### config.mk
export PLATFORM = sky130hd
export DESIGN_NAME = pipe_skid_reg
export DESIGN_NICKNAME = d
export VERILOG_FILES = /design/src/rtl/pipe_skid_reg.sv
export SDC_FILE = /design/constraint.sdc
export NUM_CORES = 1
export LEC_CHECK = 0
export CAP_MARGIN = 10
export CORE_MARGIN = 10
export CORE_UTILIZATION = 59
export CTS_CLUSTER_DIAMETER = 40
export DETAILED_ROUTE_END_ITERATION = 10
export DONT_BUFFER_PORTS = 1
export GPL_TIMING_DRIVEN = 0
export PLACE_DENSITY = 0.73
export SYNTH_ARGS = -nofsm -noshare
export SYNTH_HDL_FRONTEND = slang
export SYNTH_SLANG_ARGS = --single-unit
### constraint.sdc
create_clock -name clk -period 1.75 [get_ports clk]
set_clock_uncertainty 0.05 [all_clocks]
set_input_delay 0.35 -clock clk [delete_from_list [all_inputs] [get_ports clk]]
set_output_delay 0.35 -clock clk [all_outputs]
set_load 0.01 [all_outputs]
### src/rtl/pipe_skid_reg.sv
`default_nettype none
// ============================================================================
// Module   : pipe_skid_reg
// Purpose  : Two-entry elastic pipeline stage (main + skid) between a
//            valid/ready producer and a valid/ready consumer. Full throughput,
//            and in_ready is decoded from registered state only, so a
//            downstream stall never reaches upstream combinationally.
//            Synchronous flush squashes all buffered entries.
// Revision : 1.0  initial release
// ----------------------------------------------------------------------------
// Ports
//   clk        in   1      rising-edge clock
//   reset      in   1      synchronous active-high reset
//   flush      in   1      synchronous squash of buffered entries
//   in_valid   in   1      producer offers in_data
//   in_ready   out  1      stage can accept this cycle (state != TWO)
//   in_data    in   WIDTH  producer payload
//   out_valid  out  1      out_data holds a valid entry (state != EMPTY)
//   out_ready  in   1      consumer takes out_data this cycle
//   out_data   out  WIDTH  head payload (main entry)
//   count      out  2      occupancy 0/1/2
// ============================================================================
module pipe_skid_reg #(
    parameter int WIDTH = 8
) (
    input  logic             clk,
    input  logic             reset,
    input  logic             flush,
    input  logic             in_valid,
    output logic             in_ready,
    input  logic [WIDTH-1:0] in_data,
    output logic             out_valid,
    input  logic             out_ready,
    output logic [WIDTH-1:0] out_data,
    output logic [1:0]       count
);

    // State value doubles as the occupancy count.
    typedef enum logic [1:0] {
        EMPTY = 2'd0,
        ONE   = 2'd1,
        TWO   = 2'd2
    } state_t;

    state_t           r_state;
    logic [WIDTH-1:0] r_main;
    logic [WIDTH-1:0] r_skid;

    state_t           w_state_nxt;
    logic             w_main_we;
    logic             w_main_from_skid;
    logic             w_skid_we;
    logic             w_accept;
    logic             w_pop;

    // ------------------------------------------------------------------------
    // Outputs: pure decodes of registered state.
    // ------------------------------------------------------------------------
    assign out_valid = (r_state != EMPTY);
    assign in_ready  = (r_state != TWO);
    assign count     = r_state;
    assign out_data  = r_main;

    assign w_accept  = in_valid & in_ready;
    assign w_pop     = out_valid & out_ready;

    // ------------------------------------------------------------------------
    // Next-state and register write enables.
    // Flush forces EMPTY and suppresses every write: an accept in the flush
    // cycle is dropped, a pop in the flush cycle is simply completed.
    // ------------------------------------------------------------------------
    always_comb begin
        w_state_nxt      = r_state;
        w_main_we        = 1'b0;
        w_main_from_skid = 1'b0;
        w_skid_we        = 1'b0;

        if (flush) begin
            w_state_nxt = EMPTY;
        end else begin
            unique case (r_state)
                EMPTY: begin
                    if (w_accept) begin
                        w_state_nxt = ONE;
                        w_main_we   = 1'b1;
                    end
                end
                ONE: begin
                    if (w_accept && w_pop) begin
                        // Streaming: head leaves, new item takes its place.
                        w_main_we   = 1'b1;
                    end else if (w_accept) begin
                        // Consumer stalled: park the new item behind main.
                        w_state_nxt = TWO;
                        w_skid_we   = 1'b1;
                    end else if (w_pop) begin
                        w_state_nxt = EMPTY;
                    end
                end
                TWO: begin
                    // in_ready is low here, so only a pop can move state.
                    if (w_pop) begin
                        w_state_nxt      = ONE;
                        w_main_we        = 1'b1;
                        w_main_from_skid = 1'b1;
                    end
                end
                default: begin
                    // Unreachable encoding; recover to a clean empty stage.
                    w_state_nxt = EMPTY;
                end
            endcase
        end
    end

    // ------------------------------------------------------------------------
    // All storage. Payload registers are cleared only by reset; after a flush
    // their contents are stale but marked invalid by the state.
    // ------------------------------------------------------------------------
    always_ff @(posedge clk) begin
        if (reset) begin
            r_state <= EMPTY;
            r_main  <= '0;
            r_skid  <= '0;
        end else begin
            r_state <= w_state_nxt;
            if (w_main_we) begin
                r_main <= w_main_from_skid ? r_skid : in_data;
            end
            if (w_skid_we) begin
                r_skid <= in_data;
            end
        end
    end

`ifdef COCOTB_SIM
    // Encoding 3 must never be reached.
    always_ff @(posedge clk) begin
        if (!reset) begin
            assert (r_state != 2'd3)
                else $error("pipe_skid_reg: illegal state encoding");
        end
    end
`endif

endmodule
`default_nettype wire

Yosys cells after proc, flatten, opt, wreduce, memory -nomap -nowiden --
Index checks and enable logic that the tools add are counted.
Storage, ports and cells: input bits 13, word-level logic and storage cells 34, bits in registers 18
Cells by class: muxes and demuxes 17, reduce and logical (&&, ||, !) cells 5, bitwise gates (word level) 2, equality and inequality tests 7
Operator list (count):
- 2-to-1 mux 2 bit | 5
- 2-to-1 mux 1 bit | 9
- 2-to-1 mux 8 bit | 1
- != test 2 bit, second input constant | 4
- case mux 2 bit (3 select lines) | 1
- AND reduction 4 bit | 1
- != test 3 bit, second input constant | 1
- case mux 1 bit (3 select lines) | 1
- AND 1 bit | 2
- equality test 2 x 1 -> 1 bit, second input constant | 1
- equality test 2 bit, second input constant | 1
- logical NOT 2 bit | 1
- nonzero test 2 bit | 1
- OR reduction 2 bit | 1
- logical AND 1 bit | 1

Logic depth before layout (Yosys ltp) --
word-level depth 6, gate-level depth with buffers 5, mapped depth without buffers 3

Least setup slack after synthesis --
Ideal clock, no wire load.
kind reg2reg, from register r_state[1], in the netlist count[1], to register r_main[0], in the netlist out_data[0], setup slack 371 ps, data arrival time 1244 ps, cell stages (with the launch flop) 5, period minus slack after synthesis 1379 ps, data required time 1614 ps, path buffers 1, path through dfxtp_1 buf_6 mux2_4 a21o_4 a211oi_1
On the way: cells in the longest elaborated chain, start to end 6
RTL lines:
- from (decl) | RTL line 45 | state_t r_state;
- from (signal assigned) | RTL line 126 | r_state <= w_state_nxt;
- != test 2 bit / nonzero test 2 bit (equally long branches) | RTL line 60, 59
- AND 1 bit, on equally long branches | RTL line 64, 65
- logical AND 1 bit / 2-to-1 mux 1 bit (equally long branches) | RTL line 89, 102
- 2-to-1 mux 1 bit, on equally long branches | RTL line 89, 81
- case mux 1 bit (3 select lines) / 2-to-1 mux 1 bit (equally long branches) | RTL line 81, 78
- 2-to-1 mux 1 bit / 2-to-1 mux 8 bit (equally long branches) | RTL line 78, 128
- to (signal assigned) | RTL line 128 | r_main <= w_main_from_skid ? r_skid : in_data;
- to (decl) | RTL line 46 | logic [WIDTH-1:0] r_main;
Parallel ways exist; a longest one is shown, timed or not. A chain may end at the register's enable or synchronous reset.

Final worst setup path --
from register r_state[1], in the netlist count[1], to output in_ready
On the way: cells in the longest elaborated chain, start to end 1
RTL lines:
- != test 2 bit | RTL line 60 | assign in_ready = (r_state != TWO);
- to (decl) | RTL line 30 | output logic in_ready,
No other way between the ends.

==> flow_summary.json <==
{
  "outcome": "completed",
  "vias": 675,
  "cts_tree": "yes",
  "grt_pass1_wl_um": 3120,
  "core_area_mm2": 0.00135,
  "fp.dieW_um": 58.7,
  "drc": 0,
  "leakage_nw": 0.307,
  "grt_pass1_vias": 652,
  "start_util": 0.653,
  "rsz0062_at_grt": "no",
  "drtIter0Drc": 20,
  "layout_setup_ws_ns": 0.216,
  "postCtsSetupRepairBufs": 0,
  "cts-root-buf": "clkbuf_4",
  "final_common_cell": "dfxtp_1",
  "use_met2": 0.149,
  "report.final.setup_viol": 0,
  "grt.met3_usage": 0.0751,
  "place.gp.congestion": 0.754,
  "synth_cell_types": 27,
  "synth_area_per_cell_um2": 9.69,
  "design_area_um2": 937,
  "drt-total-wl_um": 1850,
  "grt-ovfl-total": 0,
  "drtPass1Iterations": 4,
  "use_met1": 0.143,
  "worstPathMaxFanout": 9,
  "ir_worst_vdd_mv": 0.591,
  "arrival_ns": 1.13,
  "timing_hold_violations_final": 0,
  "ctsResizeCount": 0,
  "syn_to_final_growth_pct": 6.24,
  "port_buffers": 0,
  "clk_latency_ns": 0.29,
  "maxSlewHeadroom": 0.603,
  "wl_per_cell_um": 16.8,
  "min-delay-path-class": "in -> reg",
  "numCtsBuffers": 3,
  "dieHeight_um": 58.7,
  "worstSetupPathType": "reg -> out",
  "yosysSeqAreaShare": 0.409,
  "yosys.area_share.adder": 0,
  "syn_area_um2": 882,
  "drive_above_1_share": 0.137,
  "placed_area_um2": 901,
  "ys_ff_latch": 18,
  "finalCritPeriodShare": 0.876,
  "synth_xor_area_frac": 0,
  "fin_nets": 109,
  "cts_sinks": 18,
  "ios": 25,
  "dieArea_mm2": 0.00344,
  "grt_use_total": 0.111,
  "nFillCells": 113,
  "grt_busiest_layer": "met2",
  "rows": 13,
  "viasPerCell": 6.14,
  "cts_max_level": 1,
  "grt_max_degree": 11,
  "ctsHoldBuffers": 0,
  "worst_pin_slew_ns": 0.593,
  "clkTransAtPathRegs_ns": 0.09,
  "whs_ns": 0.0916,
  "synth_top_family_by_area": "compound AO/OA/AOI/OAI gates",
  "ant_nets": 0,
  "p_per_area_mw_per_mm2": 837,
  "dp_hpwl_um": 1430,
  "final_cell_mix": "dfxtp_1 (18), a211oi_1 (17)",
  "antenna_found_initial": 0,
  "netlist_instances": 91,
  "diodes": 0,
  "pre_cts_ws_ns": 0.254,
  "fmax_mhz": 652,
  "cp-start-kind": "flip-flop",
  "ff_latch_area_um2": 360,
  "maxSlewViolCount": 0,
  "cts_max_path_buffers": 2,
  "ys_warn_count": 0,
  "multi_input_area_um2": 467,
  "setup_tns_ns": 0,
  "synth_compound_area_frac": 0.271,
  "drv_cap": 0,
  "crit_path_end_kind": "output port",
  "fin_crit_ns": 1.53,
  "synthMuxAreaShare": 0.108,
  "required_ns": 1.35,
  "synth_nets": 104,
  "synth-simple-area-share": 0.150
}
[layer usage]
layer  vias up  wire (um)  share of wire
li1        357          -              -
met1       293        846           0.46
met2        23        750           0.41
met3         2        247           0.13
met4         0          7         0.0038
met5         -          0              0
[critical path, stage by stage, from the launching register on]
cell	delay, ns
dfxtp_1	0.41
buf_6	0.15
or2b_1	0.29
[path summary, 6_finish.rpt]
check | start | to | slack [ns] | cells after the start
worst max-delay path | count[1] | in_ready | 0.22 | 2
worst min-delay path | out_ready | count[1] | 0.09 | 1
worst max register to register | count[1] | out_data[3] | 0.25 | 4
worst min register to register | r_skid[5] | r_skid[5] | 0.43 | 2
[synthesized netlist by cell type]
cell	number	share of area
clkbuf_2	1	0.0057
buf_4	1	0.0085
a211oi_1	17	0.14
nand2_1	1	0.0043
nand3_1	8	0.045
and4bb_1	2	0.028
mux2_4	1	0.017
nand3b_1	1	0.0085
nor2_1	1	0.0043
a21o_1	1	0.0085
inv_1	1	0.0043
or3b_1	1	0.0099
nand2b_1	1	0.0071
mux2i_1	8	0.091
buf_6	2	0.026
or2b_1	1	0.0085
a2111oi_0	1	0.0099
and4bb_2	1	0.014
o21ai_0	8	0.045
clkbuf_1	2	0.0085
nand4bb_1	1	0.013
buf_1	1	0.0043
or2_2	1	0.0071
dfxtp_1	18	0.41
a21o_4	1	0.017
buf_2	1	0.0057
a21oi_1	8	0.045
[kinds of logic after synthesis]
kind of cell,after synthesis
mux,9
flops,18
simple gates,19
compound gates,36
buf+inv,9
[report_power, final]
part / switching (mW) / internal, mW / leakage, nW / total [mW]
sequential: 0.0213 / 0.429 / 0.147 / 0.450
combinational: 0.0494 / 0.0378 / 0.139 / 0.0872
clock: 0.121 / 0.127 / 0.0210 / 0.247
[state kept, by name, indices dropped and copies added (netlist names)]
name / cells
out_data: 8
r_skid: 8
count: 2
[stage by stage]
stage	total power [mW]	util	std cells
2_1_floorplan	0.528	-	91
3_3_place_gp	0.545	0.667	106
3_5_place_dp	0.548	0.667	106
4_1_cts	0.792	0.694	110
5_1_grt	0.822	0.694	110
6_report	0.785	0.694	110
[area by class of cell]
type                            count  area share
Multi-Input combinational cell     64       0.498
Sequential cell                    18       0.385
Buffer                              8      0.0547
Clock buffer                        4      0.0387
Tap cell                           15      0.0200
Inverter                            1     0.00401
(Power assumes the default switching activity.)
